--- src/rtl/mem_arbiter_if.sv ---
// mem_arbiter_if: bundle of the two requester ports and the shared memory
// port that mem_arbiter serves.
//   master modport : requester + memory side (drives req/we/addr/wdata and
//                    mem_rdata; observes gnt/ack/rdata and the memory port)
//   slave modport  : arbiter side (mem_arbiter uses this one)
// Signals: m{0,1}_req/we/addr/wdata, m{0,1}_gnt/ack/rdata,
//          mem_we/mem_addr/mem_wdata (arbiter -> MMU), mem_rdata (MMU -> arbiter).
interface mem_arbiter_if #(
  parameter int unsigned ADDR_W = 16,
  parameter int unsigned DATA_W = 32
);
  logic              m0_req,   m1_req;
  logic              m0_we,    m1_we;
  logic [ADDR_W-1:0] m0_addr,  m1_addr;
  logic [DATA_W-1:0] m0_wdata, m1_wdata;
  logic              m0_gnt,   m1_gnt;
  logic              m0_ack,   m1_ack;
  logic [DATA_W-1:0] m0_rdata, m1_rdata;
  logic              mem_we;
  logic [ADDR_W-1:0] mem_addr;
  logic [DATA_W-1:0] mem_wdata;
  logic [DATA_W-1:0] mem_rdata;

  modport master (
    output m0_req, m1_req, m0_we, m1_we, m0_addr, m1_addr, m0_wdata, m1_wdata,
    input  m0_gnt, m1_gnt, m0_ack, m1_ack, m0_rdata, m1_rdata,
    input  mem_we, mem_addr, mem_wdata,
    output mem_rdata
  );

  modport slave (
    input  m0_req, m1_req, m0_we, m1_we, m0_addr, m1_addr, m0_wdata, m1_wdata,
    output m0_gnt, m1_gnt, m0_ack, m1_ack, m0_rdata, m1_rdata,
    output mem_we, mem_addr, mem_wdata,
    input  mem_rdata
  );
endinterface

--- src/rtl/mem_arbiter.sv ---
// mem_arbiter: two-master arbiter for the shared data-memory port.
// Each access is a fixed transaction: IDLE -> BUSY (WAIT_CYCLES cycles) -> ACK.
// The memory port is driven only during BUSY; mem_we is raised only in the
// last BUSY cycle, and read data is captured at the BUSY->ACK edge.
// Ports:
//   clk  - clock, rising edge
//   rst  - asynchronous active-high reset
//   bus  - mem_arbiter_if.slave (requesters m0/m1 and the memory port)
// Parameters: WAIT_CYCLES (>=1, 0 is illegal), ADDR_W, DATA_W.
// Optional feature: define MEM_ARB_ROUND_ROBIN_EN for round-robin tie
// breaking; otherwise master 0 has fixed priority.
module mem_arbiter #(
  parameter int unsigned WAIT_CYCLES = 1,
  parameter int unsigned ADDR_W      = 16,
  parameter int unsigned DATA_W      = 32
) (
  input  logic           clk,
  input  logic           rst,
  mem_arbiter_if.slave   bus
);

  localparam int unsigned CNT_W = $clog2(WAIT_CYCLES + 1);

  typedef enum logic [1:0] {IDLE, BUSY, ACK} state_t;

  state_t            state, state_nxt;
  logic              owner, owner_nxt;
  logic              last,  last_nxt;
  logic [CNT_W-1:0]  cnt,   cnt_nxt;
  logic              win;
  logic              sel_we;
  logic [ADDR_W-1:0] sel_addr;
  logic [DATA_W-1:0] sel_wdata;
  logic              cap0, cap1;

  always_ff @(posedge clk or posedge rst) begin
    if (rst) begin
      state        <= IDLE;
      owner        <= 1'b0;
      last         <= 1'b1;
      cnt          <= '0;
      bus.m0_rdata <= '0;
      bus.m1_rdata <= '0;
    end else begin
      state <= state_nxt;
      owner <= owner_nxt;
      last  <= last_nxt;
      cnt   <= cnt_nxt;
      if (cap0) bus.m0_rdata <= bus.mem_rdata;
      if (cap1) bus.m1_rdata <= bus.mem_rdata;
    end
  end

  always_comb begin
    state_nxt     = state;
    owner_nxt     = owner;
    last_nxt      = last;
    cnt_nxt       = cnt;
    win           = 1'b0;
    cap0          = 1'b0;
    cap1          = 1'b0;
    bus.m0_gnt    = 1'b0;
    bus.m1_gnt    = 1'b0;
    bus.m0_ack    = 1'b0;
    bus.m1_ack    = 1'b0;
    bus.mem_we    = 1'b0;
    bus.mem_addr  = '0;
    bus.mem_wdata = '0;

    sel_we    = owner ? bus.m1_we    : bus.m0_we;
    sel_addr  = owner ? bus.m1_addr  : bus.m0_addr;
    sel_wdata = owner ? bus.m1_wdata : bus.m0_wdata;

    case (state)
      IDLE: begin
        if (bus.m0_req || bus.m1_req) begin
`ifdef MEM_ARB_ROUND_ROBIN_EN
          // Tie goes to whichever master did not own the port last.
          win = (bus.m0_req && bus.m1_req) ? ~last : bus.m1_req;
`else
          win = ~bus.m0_req;
`endif
          owner_nxt = win;
          last_nxt  = win;
          cnt_nxt   = CNT_W'(WAIT_CYCLES - 1);
          state_nxt = BUSY;
        end
      end
      BUSY: begin
        bus.m0_gnt    = ~owner;
        bus.m1_gnt    = owner;
        bus.mem_addr  = sel_addr;
        bus.mem_wdata = sel_wdata;
        if (cnt == '0) begin
          // Single write strobe and read capture, both on the final BUSY cycle.
          bus.mem_we = sel_we;
          cap0       = ~sel_we & ~owner;
          cap1       = ~sel_we & owner;
          state_nxt  = ACK;
        end else begin
          cnt_nxt = cnt - CNT_W'(1);
        end
      end
      ACK: begin
        bus.m0_ack = ~owner;
        bus.m1_ack = owner;
        state_nxt  = IDLE;
      end
      default: state_nxt = IDLE;
    endcase
  end

endmodule

--- src/flat_wrapper.sv ---
// flat-port wrapper written by rule: the top's interface ports become plain ports
module mem_arbiter_flat 
#(
  parameter int unsigned WAIT_CYCLES = 1,
  parameter int unsigned ADDR_W      = 16,
  parameter int unsigned DATA_W      = 32
)
  (clk, rst, bus_m0_req, bus_m1_req, bus_m0_we, bus_m1_we, bus_m0_addr, bus_m1_addr, bus_m0_wdata, bus_m1_wdata, bus_m0_gnt, bus_m1_gnt, bus_m0_ack, bus_m1_ack, bus_m0_rdata, bus_m1_rdata, bus_mem_we, bus_mem_addr, bus_mem_wdata, bus_mem_rdata);
  mem_arbiter_if #(.ADDR_W(ADDR_W), .DATA_W(DATA_W)) bus_i ();
  input  logic clk;
  input  logic rst;
  input wire logic [$bits(bus_i.m0_req)-1:0] bus_m0_req;
  input wire logic [$bits(bus_i.m1_req)-1:0] bus_m1_req;
  input wire logic [$bits(bus_i.m0_we)-1:0] bus_m0_we;
  input wire logic [$bits(bus_i.m1_we)-1:0] bus_m1_we;
  input wire logic [$bits(bus_i.m0_addr)-1:0] bus_m0_addr;
  input wire logic [$bits(bus_i.m1_addr)-1:0] bus_m1_addr;
  input wire logic [$bits(bus_i.m0_wdata)-1:0] bus_m0_wdata;
  input wire logic [$bits(bus_i.m1_wdata)-1:0] bus_m1_wdata;
  output wire logic [$bits(bus_i.m0_gnt)-1:0] bus_m0_gnt;
  output wire logic [$bits(bus_i.m1_gnt)-1:0] bus_m1_gnt;
  output wire logic [$bits(bus_i.m0_ack)-1:0] bus_m0_ack;
  output wire logic [$bits(bus_i.m1_ack)-1:0] bus_m1_ack;
  output wire logic [$bits(bus_i.m0_rdata)-1:0] bus_m0_rdata;
  output wire logic [$bits(bus_i.m1_rdata)-1:0] bus_m1_rdata;
  output wire logic [$bits(bus_i.mem_we)-1:0] bus_mem_we;
  output wire logic [$bits(bus_i.mem_addr)-1:0] bus_mem_addr;
  output wire logic [$bits(bus_i.mem_wdata)-1:0] bus_mem_wdata;
  input wire logic [$bits(bus_i.mem_rdata)-1:0] bus_mem_rdata;
  assign bus_i.m0_req = bus_m0_req;
  assign bus_i.m1_req = bus_m1_req;
  assign bus_i.m0_we = bus_m0_we;
  assign bus_i.m1_we = bus_m1_we;
  assign bus_i.m0_addr = bus_m0_addr;
  assign bus_i.m1_addr = bus_m1_addr;
  assign bus_i.m0_wdata = bus_m0_wdata;
  assign bus_i.m1_wdata = bus_m1_wdata;
  assign bus_m0_gnt = bus_i.m0_gnt;
  assign bus_m1_gnt = bus_i.m1_gnt;
  assign bus_m0_ack = bus_i.m0_ack;
  assign bus_m1_ack = bus_i.m1_ack;
  assign bus_m0_rdata = bus_i.m0_rdata;
  assign bus_m1_rdata = bus_i.m1_rdata;
  assign bus_mem_we = bus_i.mem_we;
  assign bus_mem_addr = bus_i.mem_addr;
  assign bus_mem_wdata = bus_i.mem_wdata;
  assign bus_i.mem_rdata = bus_mem_rdata;
  mem_arbiter #(.WAIT_CYCLES(WAIT_CYCLES), .ADDR_W(ADDR_W), .DATA_W(DATA_W)) u_core (.clk(clk), .rst(rst), .bus(bus_i));
endmodule
--- config.mk ---
export PLATFORM = sky130hd
export DESIGN_NAME = mem_arbiter_flat
export DESIGN_NICKNAME = d
export VERILOG_FILES = /design/src/rtl/mem_arbiter_if.sv /design/src/rtl/mem_arbiter.sv /design/src/flat_wrapper.sv
export SDC_FILE = /design/constraint.sdc
export NUM_CORES = 1
export LEC_CHECK = 0
export BUFFER_PORTS_ARGS = -buffer_cell sky130_fd_sc_hd__buf_4
export CELL_PAD_IN_SITES_DETAIL_PLACEMENT = 1
export CELL_PAD_IN_SITES_GLOBAL_PLACEMENT = 1
export CORE_ASPECT_RATIO = 0.9
export CORE_UTILIZATION = 31
export CTS_CLUSTER_DIAMETER = 80
export DETAILED_ROUTE_END_ITERATION = 8
export PLACE_DENSITY_LB_ADDON = 0.12
export SYNTH_ARGS = -nofsm -noshare
export SYNTH_HDL_FRONTEND = slang
export SYNTH_SLANG_ARGS = --single-unit
export TNS_END_PERCENT = 50
--- constraint.sdc ---
create_clock -name clk -period 7.64 [get_ports clk]
set_input_delay 2.292 -clock clk [delete_from_list [all_inputs] [get_ports clk]]
set_output_delay 2.292 -clock clk [all_outputs]
set_load 0.005 [all_outputs]
==> impl.org, run 1 <==
** Global route
- GR met2 Demand/Resource :: 36.3%
- Global-route usage over all layers :: between 20% and 30%
- Overflow left after global routing :: 0
- The via count of the first global-routing pass was 3209.
- In the global route stage, met1 resource usage came out at around 22%.
- In the global route stage, met3 resource usage came out at 8.21%.
- Busiest layer in global routing :: met2
- First-pass GRT wire length :: 17.1 mm
- Antenna violations before repair :: 0
- Maximum number of pins on one net before global-route repair :: 68

** Setup path
- Worst Setup Path Type :: in -> out
- Cell with the largest stage delay on the worst path :: sky130_fd_sc_hd__mux2i_1
- Endpoint arrival time on the critical path :: 2840 ps
- Walking the worst path, the cells encountered are buf_4, mux2i_1, nor2_1, buf_4.
- Data required time at the worst endpoint :: 5350 ps
- Most repeated library cell on the critical path :: sky130_fd_sc_hd__buf_4
- In this run the worst path has a maximum fanout of 1.
- Startpoint class of the critical path :: input pin
- In this design, the stage delay of the slowest critical-path cell is 190 ps.
- Number of cells on the worst reg-to-reg path :: 4
- Setup slack on the worst reg-to-reg path comes out at 5330 ps.
- Worst setup EP type :: primary output

** Cells and area
- Cell area after layout :: around 5500 um2
- Share of cells above drive strength 1 :: between 60% and 70%
- Antenna cell count :: 0
- Non-filler cells, final :: 638
- Final net count :: about 640
- Signed area change from the synthesized netlist to the final layout :: 67.3%
- After filler insertion, the fill cell instance count of the layout stands at about 1100.

** Placement
- Detailed placement finished with a half-perimeter wire length of 8.33 mm.
- Placer Congestion :: 0.720
- In this run the cell area measured after placement is between 5000 and 6000 um2.
- In this run the tool buffered the top-level ports with 250 buffer cells.
- In this run, placement finished with an instance count of around 630.

** Routing
- The detail route stage leaves a number of antenna-violating nets equal to 0.
- DR vias/cell :: roughly 4.7
- Number of design rule violations left after detail routing :: 0
- Via count :: 2988
- After detailed routing, the total wire length is 11.0 mm.
- Average routed wire per standard cell :: 17.2 um
- The first detailed-routing pass took 4 iterations.
- The first routing iteration left 46 violations.

** Synthesis
- Netlist area before placement :: 3300 um2
- After synthesis the netlist holds a flip-flop and latch count of 67.
- Number of synthesis warnings :: 0
- Library cells used by synthesis :: 17
- A synthesized cell averages 12.6 um2.
- Counting every net in the synthesized netlist gives ~400.
- Share of the yosys chip area belonging to registers :: between 50% and 60%
- Post-Synthesis Cells :: around 260

** STA
- Unrepaired setup endpoints after global routing :: no
- Subtracting the final worst setup slack from the clock period gives 5130 ps.
- Between clock sinks in the finished design, the worst skew comes to 2.93 ps.
- Transition time at the pin with the least slew margin :: 1050 ps
- The worst path uses between 60% and 70% of the clock period.
- Worst hold margin :: 494 ps
- Timing would allow up to 0.195 GHz.
- Final hold violation count :: 0
- After routing, the total negative slack on setup checks comes to 0 ps.
- Total of endpoints with negative setup slack in the final report :: 0
- Headroom to the max-slew limit came out at 30.3%.
- The count of final max-slew check failures was 0.

** Clock network
- Resized Gates After CTS :: 0
- The H-tree was split into 3 levels.
- Buffers inserted by post-CTS timing repair :: 0
- The clock reaches the later pin of the worst-skew pair after ~330 ps.
- Sinks on Clock Net :: 67
- TritonCTS built the clock tree.
- Clock transition at path regs :: 50 ps
- Number of buffers added by the clock tree synthesis step :: 9
- Clock tree synthesis selected as its root buffer the cell sky130_fd_sc_hd__clkbuf_16.
- The longest clock path from root to sink contains 2 buffers.
- CTS Hold Buffers Added :: 0

** Die
- Vert. Die Dim :: 99.9 um
- For this design the top-level I/O count stands at 251.
- In this run the standard cell core region covers 10300 um2.
- Effective utilization at floorplan :: 32.0%
- DIE AREA :: 11100 um2
- The initialized floorplan defines 35 standard-cell rows.
- Die boundary width :: around 110 um

** Min path
- Along the worst hold path, the cell count comes to 1.
- In this run the worst hold path is classified as reg -> reg.

** Power
- For this design the ratio of total power to cell area is 373 nW/um2.
- The internal power of the cells totals 1.40 mW.
- Final Power :: 2.05 mW
- In this run, the clock network consumes 17.6% of the power.
- Summed over all nets, the switching power comes to 657 uW.
- Portion of total power attributed to combinational logic :: between 50% and 60%
- Sequential share of power :: 31.4%
- The analysis attributes to cell leakage a power of 2.83 nW.
- Of the total power, the share spent switching nets is 32.0%.
- Across the VDD grid, the largest voltage drop is 223 uV.

** Run
- Max-cap violations in this run came to 0.

** Run status
- Outcome :: completed
per-layer routing:
layer	share of wire, %	vias up
li1	-	1392
met3	8.3	8
met2	55	124
met1	36	1464
met5	0	-
met4	0.85	0
cells in the mapped netlist:
cell type,number,area [um2]
sky130_fd_sc_hd__dfrtp_1,67,1680
sky130_fd_sc_hd__mux2_2,58,653
sky130_fd_sc_hd__nor2_1,52,195
sky130_fd_sc_hd__mux2i_1,49,490
sky130_fd_sc_hd__buf_2,6,30.0
sky130_fd_sc_hd__buf_6,6,67.6
sky130_fd_sc_hd__clkbuf_1,6,22.5
sky130_fd_sc_hd__mux2_1,6,67.6
sky130_fd_sc_hd__inv_1,3,11.3
sky130_fd_sc_hd__nor3b_1,2,15.0
sky130_fd_sc_hd__a22oi_1,1,7.51
sky130_fd_sc_hd__clkbuf_2,1,5.00
sky130_fd_sc_hd__nand2b_1,1,6.26
sky130_fd_sc_hd__nor4b_4,1,23.8
sky130_fd_sc_hd__nor4bb_1,1,10.0
sky130_fd_sc_hd__o21a_1,1,7.51
sky130_fd_sc_hd__or3b_2,1,8.76
critical path, delay by kind of cell:
family / cells / cell delay (ps)
and+or+nand+nor: 1 / 70
muxes: 1 / 190
buffers and inverters: 2 / 290
layout make-up:
type	instances	area [um2]	area share, %
clock buffer	12	256	4.65
multi-input combinational	173	1500	27.2
tap	129	161	2.93
inverter	3	11.3	0.204
sequential	67	1680	30.4
timing repair buffer	254	1910	34.6
cells by family after synthesis:
family          Yosys count  synth area share, %
simple gates             58                 7.85
mux                     113                 36.7
buf+inv                  22                 4.13
flops                    67                 50.8
compound gates            2                0.455
placed cells by master, fill, tap and decap left out, drive strengths merged:
cell type  Yosys  final
inv            3      3
buf           12    254
mux2          64     64
nor3b          2      2
clkbuf         7     12
mux2i         49     49
nor4b          1      1
nor2          52     52
nand2b         1      1
a22oi          1      1
nor4bb         1      1
dfrtp         67     67
o21a           1      1
or3b           1      1
state kept, by name, indices dropped and copies added, names as in the netlist:
register,cells
u_core.state,2
u_core.bus.m0_rdata,32
u_core.owner,1
u_core.bus.m1_rdata,32
through the flow:
| stage | utilization (%) | setup slack (ps) |
|---|---|---|
| 6_report | 53.6 | 2510 |
| 5_1_grt | 53.6 | 2440 |
| 4_1_cts | 53.6 | 2500 |
| 3_5_place_dp | 51.1 | 2490 |
| 3_3_place_gp | 51.1 | 2530 |
| 2_1_floorplan | - | 2890 |
final timing paths:
check                                                     from                                  end
max                                            bus_m1_wdata[8]                     bus_mem_wdata[8]
min reg2reg                u_core.bus.m0_rdata[25]$_DFFE_PP0P_  u_core.bus.m0_rdata[25]$_DFFE_PP0P_
min in group asynchronous                                  rst  u_core.bus.m0_rdata[10]$_DFFE_PP0P_
max in group asynchronous                                  rst             u_core.owner$_DFFE_PP0P_
min                        u_core.bus.m0_rdata[25]$_DFFE_PP0P_  u_core.bus.m0_rdata[25]$_DFFE_PP0P_
max reg2reg                           u_core.owner$_DFFE_PP0P_  u_core.bus.m1_rdata[26]$_DFFE_PP0P_
power groups by stage:
stage / logic, mW / clock network (mW) / registers [mW]
final: 1.05 / 0.362 / 0.645
after global routing: 1.14 / 0.387 / 0.673
after CTS: 1.07 / 0.376 / 0.650
after detailed placement: 1.06 / 0 / 0.652
after global placement: 1.04 / 0 / 0.633
after floorplan: 0.491 / 0 / 0.643
(Power assumes the default switching activity.)
==> run 2, diff against run 1 <==
--- a/config.mk
+++ b/config.mk
@@ -5,11 +5,12 @@
 export SDC_FILE = /design/constraint.sdc
 export NUM_CORES = 1
 export LEC_CHECK = 0
+export ABC_AREA = 1
 export BUFFER_PORTS_ARGS = -buffer_cell sky130_fd_sc_hd__buf_4
 export CELL_PAD_IN_SITES_DETAIL_PLACEMENT = 1
 export CELL_PAD_IN_SITES_GLOBAL_PLACEMENT = 1
 export CORE_ASPECT_RATIO = 0.9
-export CORE_UTILIZATION = 31
+export CORE_UTILIZATION = 23
 export CTS_CLUSTER_DIAMETER = 80
 export DETAILED_ROUTE_END_ITERATION = 8
 export PLACE_DENSITY_LB_ADDON = 0.12
==> constraint.sdc (replaced) <==
create_clock -name clk -period 4.25 [get_ports clk]
set_input_delay 1.275 -clock clk [delete_from_list [all_inputs] [get_ports clk]]
set_output_delay 1.275 -clock clk [all_outputs]
set_load 0.005 [all_outputs]
==> impl.org, run 2 <==
** Run status
- The flow ran to the end, and the final reports show no timing, DRC or antenna violations.

** Cells and area
- Fill cells in the final layout number 1770.
- Share of cells above drive strength 1 :: 40.0%
- Signed area change from the synthesized netlist to the final layout :: 70.3%
- Leaving out fill and tap cells, the most frequent cell in the layout is sky130_fd_sc_hd__nand2_1.
- Registers take ~1700 um2.
- Registers with the most flip-flops :: u_core.bus.m0_rdata: 32 flops, u_core.bus.m1_rdata: 32 flops, u_core.state: 2 flops
- Area of the multi-input gates :: 1430 um2
- Non-filler cells, final :: 891
- Final net count :: 831
- The library cells used most frequently in the layout, excluding fill and tap cells, are sky130_fd_sc_hd__nand2_1, sky130_fd_sc_hd__buf_4, sky130_fd_sc_hd__dfrtp_1, sky130_fd_sc_hd__nand3_1, sky130_fd_sc_hd__clkbuf_16.
- Antenna cell count :: 0

** Synthesis
- Main flop type after synthesis :: sky130_fd_sc_hd__dfrtp_1
- Yosys reg bits :: 67
- Biggest area contributors in the synthesized netlist :: sky130_fd_sc_hd__dfrtp_1, sky130_fd_sc_hd__nand2_1, sky130_fd_sc_hd__nand3_1
- Of all flip-flops after synthesis, the portion carrying an async set or reset was 100%.
- The synthesized design contains 0 enable-type register cells.
- Cell with the most instances after synthesis :: sky130_fd_sc_hd__nand2_1
- Library cell occupying the most area in the post-synthesis netlist :: sky130_fd_sc_hd__dfrtp_1
- Summing every instance area after synthesis gives approximately 3300 um2.
- The number of nets handed over by synthesis was 590.
- Library cells used by synthesis :: 13
- During synthesis, Yosys emitted a total of 0 warnings.
- Post-Synthesis Cells :: 456
- Top post-synthesis cells by count :: sky130_fd_sc_hd__nand2_1, sky130_fd_sc_hd__dfrtp_1, sky130_fd_sc_hd__nand3_1
- Post-Synthesis Mean Instance Area :: 7.20 um2
- Of the post-synthesis cell area, the dominant cell type holds 51.1%.
- Summing the sequential cell areas from Yosys gives about half of the chip area.

** Setup path
- Most repeated library cell on the critical path :: sky130_fd_sc_hd__nand2_1
- In this design, the stage delay of the slowest critical-path cell is 420 ps.
- Maximum fanout along the worst path :: 49
- Counting cells, the worst reg-to-reg path comes to 6.
- Startpoint class of the critical path :: flip-flop
- Minimum setup slack among reg-to-reg paths :: ~1900 ps
- Cell with the largest stage delay on the worst path :: sky130_fd_sc_hd__dfrtp_1
- Ordered list of cells on the worst path :: inv_1, nand2_1, nor2_2, buf_4, nand2_1, nand2_1, buf_4
- The startpoint identified for the worst register-to-register timing path is u_core.state[0]$_DFFE_PP0P_.
- Data required time at the worst endpoint :: about 3000 ps
- Endpoint arrival time on the critical path :: roughly 1900 ps
- The worst setup path is captured at a primary output.
- The critical path is of the reg -> out type.
- The worst register-to-register path ends at u_core.bus.m0_rdata[2]$_DFFE_PP0P_.

** Placement
- Placer Congestion :: 0.671
- The HPWL after detailed placement is 10.6 mm.
- Once placement completed, the tool counted placed cells totaling ~900.
- Number of port buffers :: 250

** STA
- Fin Setup TNS :: 0 ps
- Unrepaired setup endpoints after global routing :: no
- Derived from the worst setup path, the maximum achievable clock frequency is 0.314 GHz.
- Final Critical Period :: 3180 ps
- On the final layout, the worst clock skew is 4.37 ps.
- Setup violations remaining at the end of the flow were counted as 0.
- Portion of the clock cycle consumed by the worst path in the final layout :: 74.9%
- The count of final max-slew check failures came to 0.
- Transition time at the pin with the least slew margin :: roughly 800 ps
- In this run the tightest slew margin relative to its limit is 46.5%.
- Final hold violation count :: 0

** Clock network
- Clock tree from TritonCTS :: yes
- Root Buffer Master :: sky130_fd_sc_hd__clkbuf_16
- Buffers inserted by post-CTS timing repair :: 0
- H-tree depth reported by CTS :: 3
- After clock tree synthesis, the clock-pin slew on the worst setup and hold paths is roughly 50 ps.
- Clock tree synthesis inserted a total of 9 buffers.
- Sinks on Clock Net :: 67
- Gates resized during post-CTS repair numbered 0.
- Max clock buf depth :: 2
- Clock latency on the worst-skew pair, taken at its later pin, is 320 ps.
- CTS Hold Buffers Added :: 0

** Routing
- The first TritonRoute pass finished after 4 iterations.
- In the routed design, unresolved DRC markers number 0.
- DR vias/cell :: 4.38
- Remaining number of nets flagged by the antenna check after routing :: 0
- For this block, the via count after detailed routing is 3901.
- Average routed wire per standard cell :: 15.5 um
- Wire length after detailed routing :: 13.9 mm
- In this run, the number of DRC markers left after iteration 0 of detailed routing was 107.

** Min path
- The worst hold path begins at u_core.bus.m0_rdata[26]$_DFFE_PP0P_.
- Along the worst hold path, the cell count comes to 2.
- Worst hold endpoint :: u_core.bus.m0_rdata[26]$_DFFE_PP0P_
- The worst hold path belongs to the class reg -> reg.

** Die
- Ports :: 251
- Std cell rows :: 41
- Die boundary width :: 128 um
- The initial utilization of the core area, before any placement, comes to 23.5%.
- Area of the core :: about 14000 um2
- Vert. Die Dim :: 115 um
- The die covers 14800 um2.

** Global route
- First-pass GRT wire length :: 21.1 mm
- Entering global routing, the biggest net connects 50 pins.
- Global routing finished with a remaining overflow of 0.
- The number of antenna violations at the first check in global routing is 0.
- Global routing used 18.5% of the available tracks across all layers.
- Vias in the first global route :: 3934

** Run
- Max-cap violations in this run came to 0.

** Power
- Power density normalized to cell area :: 657 nW/um2
- Final Power :: 3.67 mW
- Peak supply drop :: 230 uV
- The analysis attributes to cell leakage a power of about 3.3 nW.
==> run 2: cell count changes after synthesis, moves of 3 or more <==
cell                       delta
sky130_fd_sc_hd__mux2i_1     -49
sky130_fd_sc_hd__buf_6        -6
sky130_fd_sc_hd__buf_4        +5
sky130_fd_sc_hd__nor2_2       +4
sky130_fd_sc_hd__nand2_1    +279
sky130_fd_sc_hd__mux2_2      -58
sky130_fd_sc_hd__mux2_1       -6
sky130_fd_sc_hd__nor2_1      -51
sky130_fd_sc_hd__nand3_1     +65
sky130_fd_sc_hd__clkbuf_1     -3
sky130_fd_sc_hd__nor3_1       +3
sky130_fd_sc_hd__buf_2       +14
==> run 2: kinds of logic (layout without fill, tap and decap cells) <==
family                 Yosys count  in the layout  synth area share [%]
and+or+nand+nor                353            353                  43.5
DFF                             67             67                  51.1
buffers and inverters           36            278                  5.45
==> run 2: through the flow <==
stage	hold slack [ps]	util (%)	setup WS, ps	instance area, um2
after floorplan	465	-	1130	3280
after CTS	476	40.1	1030	5590
after global routing	501	40.1	921	5590
after global placement	457	38.1	1230	5320
final	476	40.1	1070	5590
after detailed placement	462	38.1	1160	5320
==> run 2: worst max-delay path, delay by kind of cell, from the launching register on <==
| family | cells | cell delay, ps |
|---|---|---|
| buf+inv | 3 | 650 |
| flops | 1 | 420 |
| simple gates | 4 | 500 |
==> run 2: worst max-delay path by stage <==
stage	start	end	slack, ps	depth (start not counted)
floorplan	bus_m0_we	bus_mem_we	1130	3
global route	u_core.state[1]$_DFFE_PP0P_	bus_mem_wdata[31]	920	7
detailed placement	bus_m0_we	u_core.bus.m0_rdata[8]$_DFFE_PP0P_	1160	7
finish	u_core.state[1]$_DFFE_PP0P_	bus_mem_wdata[31]	1070	7
CTS	u_core.state[1]$_DFFE_PP0P_	bus_mem_wdata[5]	1030	7
global placement	bus_m0_we	u_core.bus.m0_rdata[1]$_DFFE_PP0P_	1230	7
==> run 2: cell type report <==
cell class | instances | area share, %
Timing Repair Buffer | 259 | 34.8
Sequential cell | 67 | 30.0
Multi-Input combinational cell | 353 | 25.6
Tap cell | 193 | 4.32
Clock buffer | 9 | 4.03
Clock inverter | 3 | 0.783
Inverter | 7 | 0.470
==> run 2: report_power, final <==
part           switching (mW)  internal, mW
sequential              0.191         0.949
combinational           0.947         0.892
clock                   0.255         0.440
==> run 2: per-layer routing <==
layer	part of all wire (%)	wire length [um]	track usage, %	vias up
li1	-	-	-	1888
met1	39	5370	20.7	1867
met2	52	7260	34.6	135
met3	8.0	1110	5.63	11
met4	0.87	120	4.16	0
met5	0	0	0	-
==> run 3, diff against run 2 <==
==> constraint.sdc (replaced) <==
create_clock -name clk -period 2.92 [get_ports clk]
set_input_delay 0.876 -clock clk [delete_from_list [all_inputs] [get_ports clk]]
set_output_delay 0.876 -clock clk [all_outputs]
set_load 0.005 [all_outputs]
==> impl.org, run 3 (synthesis gave the netlist of run 2 again) <==
** Die
- The core region is 14000 um2.
- Std cell rows :: 41
- The die is 128 um wide.
- Vert. Die Dim :: between 100 and 150 um
- Ports :: 251
- The floorplan step defined a die boundary enclosing 14800 um2.
- Effective utilization at floorplan :: 23.5%

** Run
- Max-cap violations :: 0

** STA
- The tightest hold path in the finished design has a slack of ~470 ps.
- Max-slew violations :: 0
- Portion of the clock cycle consumed by the worst path in the final layout :: 92.7%
- Across the routed clock network, the largest skew measured is around 3.3 ps.
- For the final routed database, the setup TNS stands at 0 ps.
- Final Critical Period :: 2710 ps
- Final hold violation count :: 0
- Setup repair after global routing left no endpoint under its margin.
- Headroom to the max-slew limit :: 53.5%
- Total of endpoints with negative setup slack in the final report :: 0
- Based on the critical path, the design can be clocked at up to 0.370 GHz.
- At the pin with the least slew margin, the transition time is 697 ps.

** Clock network
- In this run, post-CTS hold repair placed 0 buffers.
- The clock reaches the later pin of the worst-skew pair after 320 ps.
- After clock tree synthesis, the clock-pin slew on the worst setup and hold paths is 60 ps.
- For this design, the sink count on the clock tree is 67.
- H-tree depth reported by CTS :: 3
- Number of buffers added by the clock tree synthesis step :: 9
- Counting along the longest clock path gives a buffer depth of 2.
- Resized Gates After CTS :: 0
- In this run the post-CTS setup repair buffer count came out at 0.
- TritonCTS built the clock tree.
- In this run the clock root is driven by a sky130_fd_sc_hd__clkbuf_16.

** Global route
- The via count of the first global-routing pass is 3819.
- The number of antenna violations at the first check in global routing came to 0.
- First-pass GRT wire length :: roughly 21 mm
- In the global route stage, overall resource usage came out at 18.8%.
- Overflow left after global routing :: 0
- Entering global routing, the biggest net connects 50 pins.

** Power
- Overall power consumption after layout is estimated at between 5 and 6 mW.
- Sequential share of power :: 30.5%
- The share of total power dissipated in the clock network is 20.0%.
- Dividing total power by cell area gives a power density of 964 nW/um2.
- Power dissipated by switching net loads :: 2.05 mW
- Static Leakage :: 3.27 nW
- Of the total power, the share spent switching nets is 37.6%.
- Cell internal power was estimated by the tool at 3.40 mW.
- Across the VDD grid, the largest voltage drop is between 400 and 500 uV.
- In this run, the combinational gates consume between 40% and 50% of the power.

** Placement
- In this run the tool buffered the top-level ports with 250 buffer cells.
- Placer Congestion :: 0.739
- After legalization and detailed placement, the total HPWL measured approximately 11 mm.
- Once placement finished, the instance area stood at 5350 um2.
- Placed cells :: 879

** Cells and area
- Flip-flop and latch area :: between 1500 and 2000 um2
- The library cells used most frequently in the layout, excluding fill and tap cells, are sky130_fd_sc_hd__nand2_1, sky130_fd_sc_hd__buf_4, sky130_fd_sc_hd__dfrtp_1, sky130_fd_sc_hd__nand3_1, sky130_fd_sc_hd__clkbuf_16.
- Antenna cell count :: 0
- Registers with the most flip-flops :: u_core.bus.m0_rdata: 32 flops, u_core.bus.m1_rdata: 32 flops, u_core.state: 2 flops
- The net count of the finished layout is just over 800.
- In the final layout, the multi-input gates occupy 1430 um2.
- Cell area after layout :: roughly 5600 um2
- The layout has 1774 filler cells.
- Share of cells above drive strength 1 :: 40.2%
- The library cell used most frequently in the layout, excluding fill and tap cells, is sky130_fd_sc_hd__nand2_1.
- Non-filler cells, final :: 894
- Compared with the post-synthesis result, the final layout area differs by 72.1%.

** Routing
- Average routed wire per standard cell :: 16.0 um
- Wire length after detailed routing :: 14.3 mm
- 1st-iter DRT viols :: approximately 110
- DRT Pass-1 Iters :: 4
- Number of design rule violations left after detail routing :: 0
- Via count :: 3819
- The detail route stage leaves a number of antenna-violating nets equal to 0.
- In the routed layout, each cell is associated on average with a via count of 4.27.

** Setup path
- The startpoint identified for the worst register-to-register timing path is u_core.owner$_DFFE_PP0P_.
- Data on the critical path is required at its endpoint by ~2000 ps.
- Worst Setup Path Type :: reg -> out
- Startpoint class of the critical path :: flip-flop
- In this run the worst path has a maximum fanout of between 40 and 50.
- Endpoint arrival time on the critical path :: 1830 ps
- Crit. Startpoint :: u_core.state[1]$_DFFE_PP0P_
- Worst setup EP type :: primary output

** Min path
- Worst hold path startpoint :: u_core.bus.m0_rdata[11]$_DFFE_PP0P_
- The min-delay analysis places its worst path in the category reg -> reg.

** Run status
- Outcome :: completed
run 3: worst max-delay path: stages (launching register included):
cell and delay [ps]:
sky130_fd_sc_hd__dfrtp_1 410, sky130_fd_sc_hd__inv_1 110, sky130_fd_sc_hd__nand2_1 120, sky130_fd_sc_hd__nor2_2 100
sky130_fd_sc_hd__buf_4 430, sky130_fd_sc_hd__nand2_1 130, sky130_fd_sc_hd__nand2_1 90, sky130_fd_sc_hd__buf_4 100
run 3: power by group through the flow:
stage,sequential [mW],combinational (mW),clock [mW]
detailed placement,1.67,2.77,0
global route,1.72,3.01,1.16
global placement,1.65,2.70,0
CTS,1.67,2.78,1.12
finish,1.66,2.70,1.09
floorplan,1.67,1.12,0
run 3: final timing paths:
| path | end | slack [ps] | cells after the start |
|---|---|---|---|
| setup / recovery | bus_mem_wdata[30] | 210 | 7 |
| hold reg to reg | u_core.bus.m0_rdata[11]$_DFFE_PP0P_ | 470 | 2 |
| hold / removal | u_core.bus.m0_rdata[11]$_DFFE_PP0P_ | 470 | 2 |
| setup reg to reg | u_core.bus.m0_rdata[17]$_DFFE_PP0P_ | 1230 | 6 |
| max in group asynchronous | u_core.bus.m0_rdata[25]$_DFFE_PP0P_ | 1600 | 3 |
| min in group asynchronous | u_core.bus.m1_rdata[9]$_DFFE_PP0P_ | 670 | 2 |
run 3: metrics by stage:
| step | utilization (%) | setup WS, ps |
|---|---|---|
| finish | 40.5 | 214 |
| CTS | 40.5 | 186 |
| global route | 40.5 | 24.6 |
| global placement | 38.3 | 639 |
| detailed placement | 38.3 | 530 |
| floorplan | - | 361 |
run 3: area by class of cell:
type                       instances  area share, %
clock inverter                     4          0.886
timing repair buffer             259           34.9
sequential                        67           29.7
clock buffer                      11           4.47
inverter                           7          0.465
multi-input combinational        353           25.4
tap                              193           4.27
run 3: metal layers:
layer	share of wire, %	vias up	GRT usage [%]
met5	0	-	0
met4	0.98	0	4.55
met2	54	131	35.3
met3	7.2	11	5.03
li1	-	1889	-
met1	38	1788	21.3
